## src/rtl/digit_entry_ctrl_if.sv

```systemverilog
`default_nettype none
// ============================================================================
// Module   : digit_entry_ctrl_if
// Brief    : Key-event handshake and shift-register command bus of the
//            calculator entry-line sequencer. The master modport is the
//            controller; the slave modport is its environment.
// Revision : 1.0  initial release
// ============================================================================
interface digit_entry_ctrl_if #(
    parameter int WIDTH = 4
);
    logic             key_valid;
    logic [3:0]       key_code;
    logic             key_ready;
    logic [1:0]       sr_ctrl;
    logic [WIDTH-1:0] sr_shift_in;
    logic             sr_rdy;

    modport master (
        input  key_valid,
        input  key_code,
        input  sr_rdy,
        output key_ready,
        output sr_ctrl,
        output sr_shift_in
    );

    modport slave (
        output key_valid,
        output key_code,
        output sr_rdy,
        input  key_ready,
        input  sr_ctrl,
        input  sr_shift_in
    );
endinterface
`default_nettype wire

```

## src/rtl/digit_entry_ctrl.sv

```systemverilog
`default_nettype none
// ============================================================================
// Module   : digit_entry_ctrl
// Brief    : Translates keypad events into digit-array shift-register
//            commands and tracks the entered digit count.
//            Optional macro LEADING_ZERO_SUPPRESS_EN drops a leading 0 digit.
// Revision : 1.0  initial release
// ============================================================================
module digit_entry_ctrl #(
    parameter int WIDTH   = 4,
    parameter int LENGTH  = 10,
    parameter int TIMEOUT = 16   // must be at least 2
) (
    input  wire logic                          clk,
    input  wire logic                          srst,
    digit_entry_ctrl_if.master                 bus,
    output logic [$clog2(LENGTH+1)-1:0]        digit_count,
    output logic                               full,
    output logic                               empty,
    output logic                               busy,
    output logic                               overflow,
    output logic                               bad_key,
    output logic                               timeout
);

    localparam int c_CNT_W = $clog2(LENGTH + 1);
    localparam int c_TMR_W = $clog2(TIMEOUT + 1);

    localparam logic [1:0] c_CMD_HOLD  = 2'b00;
    localparam logic [1:0] c_CMD_SHIFT = 2'b01;
    localparam logic [1:0] c_CMD_DEL   = 2'b10;
    localparam logic [1:0] c_CMD_CLR   = 2'b11;

    localparam logic [c_CNT_W-1:0] c_LEN      = c_CNT_W'(LENGTH);
    localparam logic [c_CNT_W-1:0] c_CNT_ONE  = c_CNT_W'(1);
    localparam logic [c_TMR_W-1:0] c_TMR_ONE  = c_TMR_W'(1);
    localparam logic [c_TMR_W-1:0] c_TMR_LAST = c_TMR_W'(TIMEOUT - 1);

    typedef enum logic [1:0] {
        ST_IDLE  = 2'd0,
        ST_ISSUE = 2'd1,
        ST_WAIT  = 2'd2
    } state_t;

    state_t              r_state;
    state_t              w_state_nxt;
    logic [1:0]          r_pending;
    logic [1:0]          w_pending_nxt;
    logic [WIDTH-1:0]    r_shift_in;
    logic [WIDTH-1:0]    w_shift_in_nxt;
    logic [c_CNT_W-1:0]  r_count;
    logic [c_CNT_W-1:0]  w_count_nxt;
    logic [c_TMR_W-1:0]  r_tmr;
    logic [c_TMR_W-1:0]  w_tmr_nxt;
    logic                r_overflow;
    logic                w_overflow_nxt;
    logic                r_bad_key;
    logic                w_bad_key_nxt;
    logic                r_timeout;
    logic                w_timeout_nxt;
    logic [1:0]          w_sr_ctrl;
    logic                w_busy;

    logic w_key_ready;
    logic w_accept;
    logic w_is_digit;
    logic w_is_bs;
    logic w_is_clr;
    logic w_zero_drop;

    // srst is part of ready so no key is reported as taken during reset
    assign w_key_ready = (r_state == ST_IDLE) && bus.sr_rdy && srst;
    assign w_accept    = bus.key_valid && w_key_ready;
    assign w_is_digit  = (bus.key_code <= 4'd9);
    assign w_is_bs     = (bus.key_code == 4'hA);
    assign w_is_clr    = (bus.key_code == 4'hB);

`ifdef LEADING_ZERO_SUPPRESS_EN
    assign w_zero_drop = (bus.key_code == 4'd0) && (r_count == '0);
`else
    assign w_zero_drop = 1'b0;
`endif

    always_ff @(posedge clk) begin
        if (!srst) begin
            r_state    <= ST_IDLE;
            r_pending  <= c_CMD_HOLD;
            r_shift_in <= '0;
            r_count    <= '0;
            r_tmr      <= '0;
            r_overflow <= 1'b0;
            r_bad_key  <= 1'b0;
            r_timeout  <= 1'b0;
        end else begin
            r_state    <= w_state_nxt;
            r_pending  <= w_pending_nxt;
            r_shift_in <= w_shift_in_nxt;
            r_count    <= w_count_nxt;
            r_tmr      <= w_tmr_nxt;
            r_overflow <= w_overflow_nxt;
            r_bad_key  <= w_bad_key_nxt;
            r_timeout  <= w_timeout_nxt;
        end
    end

    always_comb begin
        w_state_nxt    = r_state;
        w_pending_nxt  = r_pending;
        w_shift_in_nxt = r_shift_in;
        w_count_nxt    = r_count;
        w_tmr_nxt      = r_tmr;
        w_overflow_nxt = 1'b0;
        w_bad_key_nxt  = 1'b0;
        w_timeout_nxt  = 1'b0;
        w_sr_ctrl      = c_CMD_HOLD;
        w_busy         = 1'b0;

        case (r_state)
            ST_IDLE: begin
                if (w_accept) begin
                    if (w_is_digit) begin
                        if (w_zero_drop) begin
                            w_state_nxt = ST_IDLE;
                        end else if (r_count < c_LEN) begin
                            w_shift_in_nxt = WIDTH'(bus.key_code);
                            w_pending_nxt  = c_CMD_SHIFT;
                            w_state_nxt    = ST_ISSUE;
                        end else begin
                            w_overflow_nxt = 1'b1;
                        end
                    end else if (w_is_bs) begin
                        if (r_count != '0) begin
                            w_pending_nxt = c_CMD_DEL;
                            w_state_nxt   = ST_ISSUE;
                        end
                    end else if (w_is_clr) begin
                        // Issued even when empty to force the array to a known state
                        w_pending_nxt = c_CMD_CLR;
                        w_state_nxt   = ST_ISSUE;
                    end else begin
                        w_bad_key_nxt = 1'b1;
                    end
                end
            end

            ST_ISSUE: begin
                w_sr_ctrl   = r_pending;
                w_busy      = 1'b1;
                w_tmr_nxt   = '0;
                w_state_nxt = ST_WAIT;
            end

            ST_WAIT: begin
                w_busy = 1'b1;
                // First WAIT cycle (r_tmr==0) lets the shift register drop rdy
                if ((r_tmr != '0) && bus.sr_rdy) begin
                    case (r_pending)
                        c_CMD_SHIFT: if (r_count < c_LEN) w_count_nxt = r_count + c_CNT_ONE;
                        c_CMD_DEL:   if (r_count != '0)  w_count_nxt = r_count - c_CNT_ONE;
                        c_CMD_CLR:   w_count_nxt = '0;
                        default:     w_count_nxt = r_count;
                    endcase
                    w_state_nxt = ST_IDLE;
                end else if (r_tmr == c_TMR_LAST) begin
                    w_timeout_nxt = 1'b1;
                    w_state_nxt   = ST_IDLE;
                end else begin
                    w_tmr_nxt = r_tmr + c_TMR_ONE;
                end
            end

            default: begin
                w_state_nxt = ST_IDLE;
            end
        endcase
    end

    assign bus.key_ready   = w_key_ready;
    assign bus.sr_ctrl     = w_sr_ctrl;
    assign bus.sr_shift_in = r_shift_in;

    assign digit_count = r_count;
    assign full        = (r_count == c_LEN);
    assign empty       = (r_count == '0);
    assign busy        = w_busy;
    assign overflow    = r_overflow;
    assign bad_key     = r_bad_key;
    assign timeout     = r_timeout;

endmodule
`default_nettype wire
```

## src/flat_wrapper.sv

```systemverilog
// flat-port wrapper written by rule: the top's interface ports become plain ports
module digit_entry_ctrl_flat 
#(
    parameter int WIDTH   = 4,
    parameter int LENGTH  = 10,
    parameter int TIMEOUT = 16                        
)
  (clk, srst, digit_count, full, empty, busy, overflow, bad_key, timeout, bus_key_valid, bus_key_code, bus_sr_rdy, bus_key_ready, bus_sr_ctrl, bus_sr_shift_in);
  digit_entry_ctrl_if #(.WIDTH(WIDTH)) bus_i ();
  input  wire logic clk;
  input  wire logic srst;
  output logic [$clog2(LENGTH+1)-1:0] digit_count;
  output logic full;
  output logic empty;
  output logic busy;
  output logic overflow;
  output logic bad_key;
  output logic timeout;
  input wire logic [$bits(bus_i.key_valid)-1:0] bus_key_valid;
  input wire logic [$bits(bus_i.key_code)-1:0] bus_key_code;
  input wire logic [$bits(bus_i.sr_rdy)-1:0] bus_sr_rdy;
  output wire logic [$bits(bus_i.key_ready)-1:0] bus_key_ready;
  output wire logic [$bits(bus_i.sr_ctrl)-1:0] bus_sr_ctrl;
  output wire logic [$bits(bus_i.sr_shift_in)-1:0] bus_sr_shift_in;
  assign bus_i.key_valid = bus_key_valid;
  assign bus_i.key_code = bus_key_code;
  assign bus_i.sr_rdy = bus_sr_rdy;
  assign bus_key_ready = bus_i.key_ready;
  assign bus_sr_ctrl = bus_i.sr_ctrl;
  assign bus_sr_shift_in = bus_i.sr_shift_in;
  digit_entry_ctrl #(.WIDTH(WIDTH), .LENGTH(LENGTH), .TIMEOUT(TIMEOUT)) u_core (.clk(clk), .srst(srst), .bus(bus_i), .digit_count(digit_count), .full(full), .empty(empty), .busy(busy), .overflow(overflow), .bad_key(bad_key), .timeout(timeout));
endmodule
```

## config.mk

```make
export PLATFORM = sky130hd
export DESIGN_NAME = digit_entry_ctrl_flat
export DESIGN_NICKNAME = d
export VERILOG_FILES = /design/src/rtl/digit_entry_ctrl_if.sv /design/src/rtl/digit_entry_ctrl.sv /design/src/flat_wrapper.sv
export SDC_FILE = /design/constraint.sdc
export NUM_CORES = 1
export LEC_CHECK = 0
export ABC_AREA = 1
export BUFFER_PORTS_ARGS = -buffer_cell sky130_fd_sc_hd__buf_2
export CORE_UTILIZATION = 30
export DETAILED_ROUTE_END_ITERATION = 10
export GPL_TIMING_DRIVEN = 0
export PLACE_DENSITY_LB_ADDON = 0.2
export SYNTH_ARGS = -nofsm -noshare
export SYNTH_HDL_FRONTEND = slang
export SYNTH_SLANG_ARGS = --single-unit
export TNS_END_PERCENT = 50
```

## constraint.sdc

```tcl
create_clock -name clk -period 2.5 [get_ports clk]
set_clock_uncertainty 0.15 [all_clocks]
set_input_delay 0 -clock clk [delete_from_list [all_inputs] [get_ports clk]]
set_output_delay 0 -clock clk [all_outputs]
set_load 0.02 [all_outputs]
```

Yosys cells after proc, flatten, opt, wreduce, memory -nomap -nowiden. Index checks and enable logic that the tools add are counted. W data, S select, Z words.

Input port bits: 8. Flip-flop bits (word level): 20. Output and inout bits: 17. Word-level logic and storage cells: 81.

Equality and inequality tests: 20. Reduce and logical (&&, ||, !) cells: 20. Muxes and demuxes: 24. Bitwise gates (word level): 4. $add $sub $neg: 3. $lt $le $gt $ge: 2.

Operator list (count): $mux W2 (13); $reduce_and A5 Y1 (3); $eq A4 B4 Y1 const B (3); $pmux W4 S3 (1); $mux W5 (2); $pmux W5 S2 (1); $mux W4 (2); $reduce_and A4 Y1 (2); $eq A2 B2 Y1 const B (3); $ne A2 B1 Y1 const B (3); $ne A2 B2 Y1 const B (3); $pmux W2 S3 (1); $reduce_bool A3 Y1 (2); $add A5 B1 Y5 const B (1); $eq A5 B4 Y1 const B (1); $reduce_bool A5 Y1 (1); $reduce_or A5 Y1 (1); $add A4 B1 Y4 const B (1); $eq A2 B1 Y1 const B (2); $le A4 B4 Y1 const B (1); $logic_and A1 B1 Y1 (4); $logic_not A4 Y1 (1); $lt A4 B4 Y1 const B (1); $mux W1 (4); 13 further kinds (16).

Depth between registers and ports, before layout.
Depth after elaboration: 6. Depth in mapped cells: 11. Depth with buffers taken out: 11.

Worst setup path after synthesis. OpenSTA, ideal clock, no wires.

Path kind: register to register. Start point: reg u_core.r_count[0], in the netlist u_core.digit_count[0]. End point: reg u_core.r_count[2], in the netlist u_core.digit_count[2]. Cell stages (with the launch flop): 7. Library setup time: 116 ps. Arrival time: 1407 ps. Required time: 2234 ps. Path slack: 827 ps. Period minus slack after synthesis: 1673 ps. Buffers on the path: 0. Cell sequence: dfxtp_1 -> inv_1 -> fa_1 -> xor2_1 -> nor2_1 -> o21ai_0 -> nor2_1.

Word-level cells in the longest chain between the ends: 3. Elaborated cells between the ends (all ways): 10. Classes of those cells: add/sub (2); order compare (1); eq/ne (2); mux (3); reduce/logical (2).

RTL lines: start: declaration (line digit_entry_ctrl.sv:51) `logic [c_CNT_W-1:0] r_count;`; start signal: assignment (line digit_entry_ctrl.sv:98) `r_count <= w_count_nxt;`; $sub A4 B1 Y4, or another cell as far along (line digit_entry_ctrl.sv:159) `c_CMD_DEL: if (r_count != '0) w_count_nxt = r_count - c_CNT_ONE;`; $mux W4, or another cell as far along (line digit_entry_ctrl.sv:159); $pmux W4 S3 / $reduce_and A5 Y1 (equally long branches).

Several ways; a longest one is shown, not always the timed one. The select of a mux whose other input is x is not followed. A chain may end at the register's enable or synchronous reset.

Worst setup path after layout.
Start point: reg u_core.r_state[1]. End point: reg u_core.r_bad_key, in the netlist u_core.bad_key.

Word-level cells in the longest chain between the ends: 6. Elaborated cells between the ends (all ways): 7. Classes of those cells: bitwise (2); reduce/logical (5).

RTL lines: start: declaration (line digit_entry_ctrl.sv:45) `state_t r_state;`; start signal: assignment (line digit_entry_ctrl.sv:95) `r_state <= w_state_nxt;`; $logic_not A2 Y1 (*) (line digit_entry_ctrl.sv:72, digit_entry_ctrl.sv:118); $logic_and A1 B1 Y1 (2 in series) (line digit_entry_ctrl.sv:72) `assign w_key_ready = (r_state == ST_IDLE) && bus.sr_rdy && srst;`; $logic_and A1 B1 Y1 (line digit_entry_ctrl.sv:73) `assign w_accept = bus.key_valid && w_key_ready;`; $not A1 Y1 (no source line); $reduce_or A5 Y1 (no source line) (*); end signal: assignment (line digit_entry_ctrl.sv:101) `r_bad_key <= w_bad_key_nxt;`; end: declaration (line digit_entry_ctrl.sv:57) `logic r_bad_key;`.

Mark *: on every way between the ends. The rest lies on a longest branch, timed or not.

==> flow_summary.rst <==
.. list-table::
   :header-rows: 1

   * - Metric
     - Value
   * - Buffers inserted by post-CTS timing repair
     - 0
   * - Finished Cell Area
     - 1630 µm²
   * - Area leader, netlist
     - dfxtp_1
   * - Total number of yosys warnings
     - 0
   * - CP Max Fanout
     - 5
   * - Reg area
     - 400 µm²
   * - Ys async rst share
     - 0%
   * - CP Launch Type
     - flop
   * - Hold-fix buffers, CTS
     - 9
   * - Row count
     - 23
   * - Antenna Diode Count
     - 0
   * - Area share of the largest cell type after synthesis
     - 31.2%
   * - Slew headroom
     - 82.8%
   * - Post-detailed-routing wire length
     - 2850 µm
   * - Via count of the first global-routing pass
     - 1114
   * - Max Clock Freq
     - 520 MHz
   * - Switching power
     - 0.325 mW
   * - Clock latency on the worst-skew pair
     - 0.26 ns
   * - Number of routed nets with antenna violations
     - 0
   * - TritonCTS Buffers
     - 3
   * - Part of the total power dissipated in the clock network
     - 33.6%
   * - Number of clock sinks seen by CTS
     - 20
   * - Number of flip-flops and latches in the synthesized netlist
     - 20
   * - Remaining Overflow, GRT
     - 0
   * - Iteration count of the initial detailed-routing pass
     - 4
   * - Internal power
     - 0.659 mW
   * - Final cycle utilization of the critical path
     - 76.9%
   * - Buffer levels on the longest clock path
     - 2
   * - Net count, final
     - 248
   * - Seq pwr share
     - 35.8%
   * - Data required, critical path
     - 2.57 ns
   * - Drt drc
     - 0
   * - Global placement routability congestion
     - 0.807
   * - Count of pins over their slew limit
     - 0
   * - CTS tree
     - built
   * - Lkg Pwr
     - 0.797 nW
   * - Number of antenna violations at the first check in global routing
     - 0
   * - Count of cells resized by post-cts repair
     - 0
   * - RSZ-0062 raised after global routing
     - false
   * - Violation count after the first detailed-route iteration
     - 39
   * - Deepest level of the CTS H-tree
     - 1
   * - Combinational Power Share
     - 30.6%
   * - Worst setup path class
     - flop to flop
   * - PortBufs
     - 24
   * - Net switching share of the total power
     - 33.1%
   * - Share of layout cells above drive strength 1
     - 20.6%
   * - Buffer cell driving the clock tree root
     - clkbuf_8
   * - Worst ir drop on vdd
     - 325 µV
   * - Type of element capturing the critical path
     - flop
   * - Min-delay worst type
     - flop to flop
   * - Vias per cell
     - 4.42
   * - Avg Cell Area, Syn
     - 6.71 µm²
   * - Starting density of the core
     - 31.6%
   * - Setup-failing EPs final
     - 0
   * - Largest net degree at the start of global routing
     - 13
   * - Clock slew at reported path FFs
     - 0.09 ns
   * - HPWL after detailed placement
     - 2270 µm
   * - Final hold violation count
     - 0
   * - Setup total negative slack
     - 0 ns
   * - Vias after detailed routing
     - 1230
   * - Post-synthesis net count
     - 210
   * - Tot Pwr
     - 0.984 mW
   * - Total of fill cells in the finished design
     - 434
   * - Final period demand of the worst path
     - 1.92 ns
   * - Count of pins on the block boundary
     - 25
   * - Total power density per cell area
     - 605 nW/µm²
   * - Vertical die dimension
     - 67.4 µm
   * - Synth Instances
     - 191
   * - Number of max-cap violations
     - 0
   * - Top cells by area, synth
     - dfxtp_1, nand2_1, ha_1
   * - Signed area change from the synthesized netlist to the final layout
     - 26.8%
   * - Post-synth top flop
     - dfxtp_1
   * - Standard cell core area
     - 4060 µm²
   * - Placed cell area
     - 1470 µm²
   * - Count of unique library cells instantiated by Yosys
     - 23
   * - Multi-input gate area
     - 743 µm²
   * - Average wire per standard cell
     - 10.2 µm
   * - Mapped Area
     - 1280 µm²
   * - Die Footprint
     - 4540 µm²
   * - Number of flops mapped to enable cells by yosys
     - 0
   * - Status
     - finished, final reports clean
   * - Die outline width
     - 67.4 µm
   * - GRT Overall Usage
     - 13.7%
   * - Worst path arrival time
     - 1.99 ns
   * - Measured slew at the worst slew-check pin
     - 0.257 ns
   * - Share of synthesized area occupied by flip-flops and latches
     - 31.2%
   * - Global-route wire length before repair
     - 4740 µm
-- logic make-up after synthesis --
group | share of synthesized area (%)
fa+ha+maj | 11.3
buf+inv | 10.8
xor+xnor | 1.37
compound gates | 8.49
simple gates | 36.8
flops | 31.2
-- sequential cells by signal, summed over array words and instances, names as in the netlist --
name and count:
u_core.r_tmr 5, u_core.bus.sr_shift_in 4, u_core.overflow 1, u_core.r_pending 2, u_core.timeout 1, u_core.bad_key 1, u_core.r_state 2, u_core.digit_count 4
-- cell usage after synthesis, types with 2 or more instances --
master	instances
nand2_1	37
nor2_1	31
inv_1	30
dfxtp_1	20
a21oi_1	13
nand3_1	12
ha_1	10
nand4_1	6
nor2_2	6
inv_2	5
o21ai_0	5
nand2_2	2
nand3_2	2
nor2_4	2
xor2_1	2
-- per-stage QoR --
step	hold slack, ns	worst slack [ns]	utilization [%]	std cells
5_1_grt	0.350	0.423	40.1	278
2_1_floorplan	-0.0116	0.827	-	191
6_report	0.315	0.578	40.1	278
4_1_cts	0.318	0.555	40.1	278
3_5_place_dp	0.131	0.693	36.1	265
3_3_place_gp	0.128	0.710	36.1	265
-- worst max-delay path, stage by stage, from the launching register on --
cell and delay (ns):
dfxtp_1 0.32, inv_1 0.13, ha_1 0.30, nand3_2 0.14, nor2_4 0.15, inv_1 0.07, nor2_1 0.08, dlygate4sd3_1 0.54
-- final timing paths --
| kind | to | start | cells past startpoint | slack [ns] |
|---|---|---|---|---|
| setup reg to reg | u_core.bad_key | u_core.r_state[1] | 7 | 0.58 |
| hold / removal | u_core.bus.sr_shift_in[0] | u_core.bus.sr_shift_in[0] | 2 | 0.31 |
| hold reg to reg | u_core.bus.sr_shift_in[0] | u_core.bus.sr_shift_in[0] | 2 | 0.31 |
| setup / recovery | u_core.bad_key | u_core.r_state[1] | 7 | 0.58 |
-- placed cells by master (no fill, tap or decap), drive strengths merged, types with 5 or more instances in the layout --
cell type    netlist  final
dfxtp             20     20
o21ai              5      5
dlygate4sd3        0      9
a21oi             13     13
nand4              6      6
buf                1     25
nor2              39     39
inv               35     35
nand3             14     14
ha                10     10
nand2             39     39
-- power by group through the flow --
stage	Clock (mW)	Sequential, mW	Combinational [mW]
finish	0.331	0.352	0.301
global route	0.353	0.356	0.345
CTS	0.341	0.352	0.307
detailed placement	0	0.360	0.295
global placement	0	0.359	0.297
floorplan	0	0.363	0.220
-- routing by layer --
layer,up-vias,routed length (µm),global-route usage (%)
met4,0,20,3.19
met3,2,114,3.04
met2,24,1360,24.6
li1,673,-,-
met5,-,0,0
met1,531,1350,16.4
-- layout make-up --
| type | instances | area share, % |
|---|---|---|
| Tap cell | 50 | 3.85 |
| Clock buffer | 3 | 2.54 |
| Multi-Input combinational cell | 135 | 45.7 |
| Timing Repair Buffer | 33 | 12.9 |
| Clock inverter | 1 | 1.85 |
| Inverter | 35 | 8.08 |
| Sequential cell | 20 | 24.6 |
| Buffer | 1 | 0.462 |
Note: power is estimated with default switching activity, not from simulation.
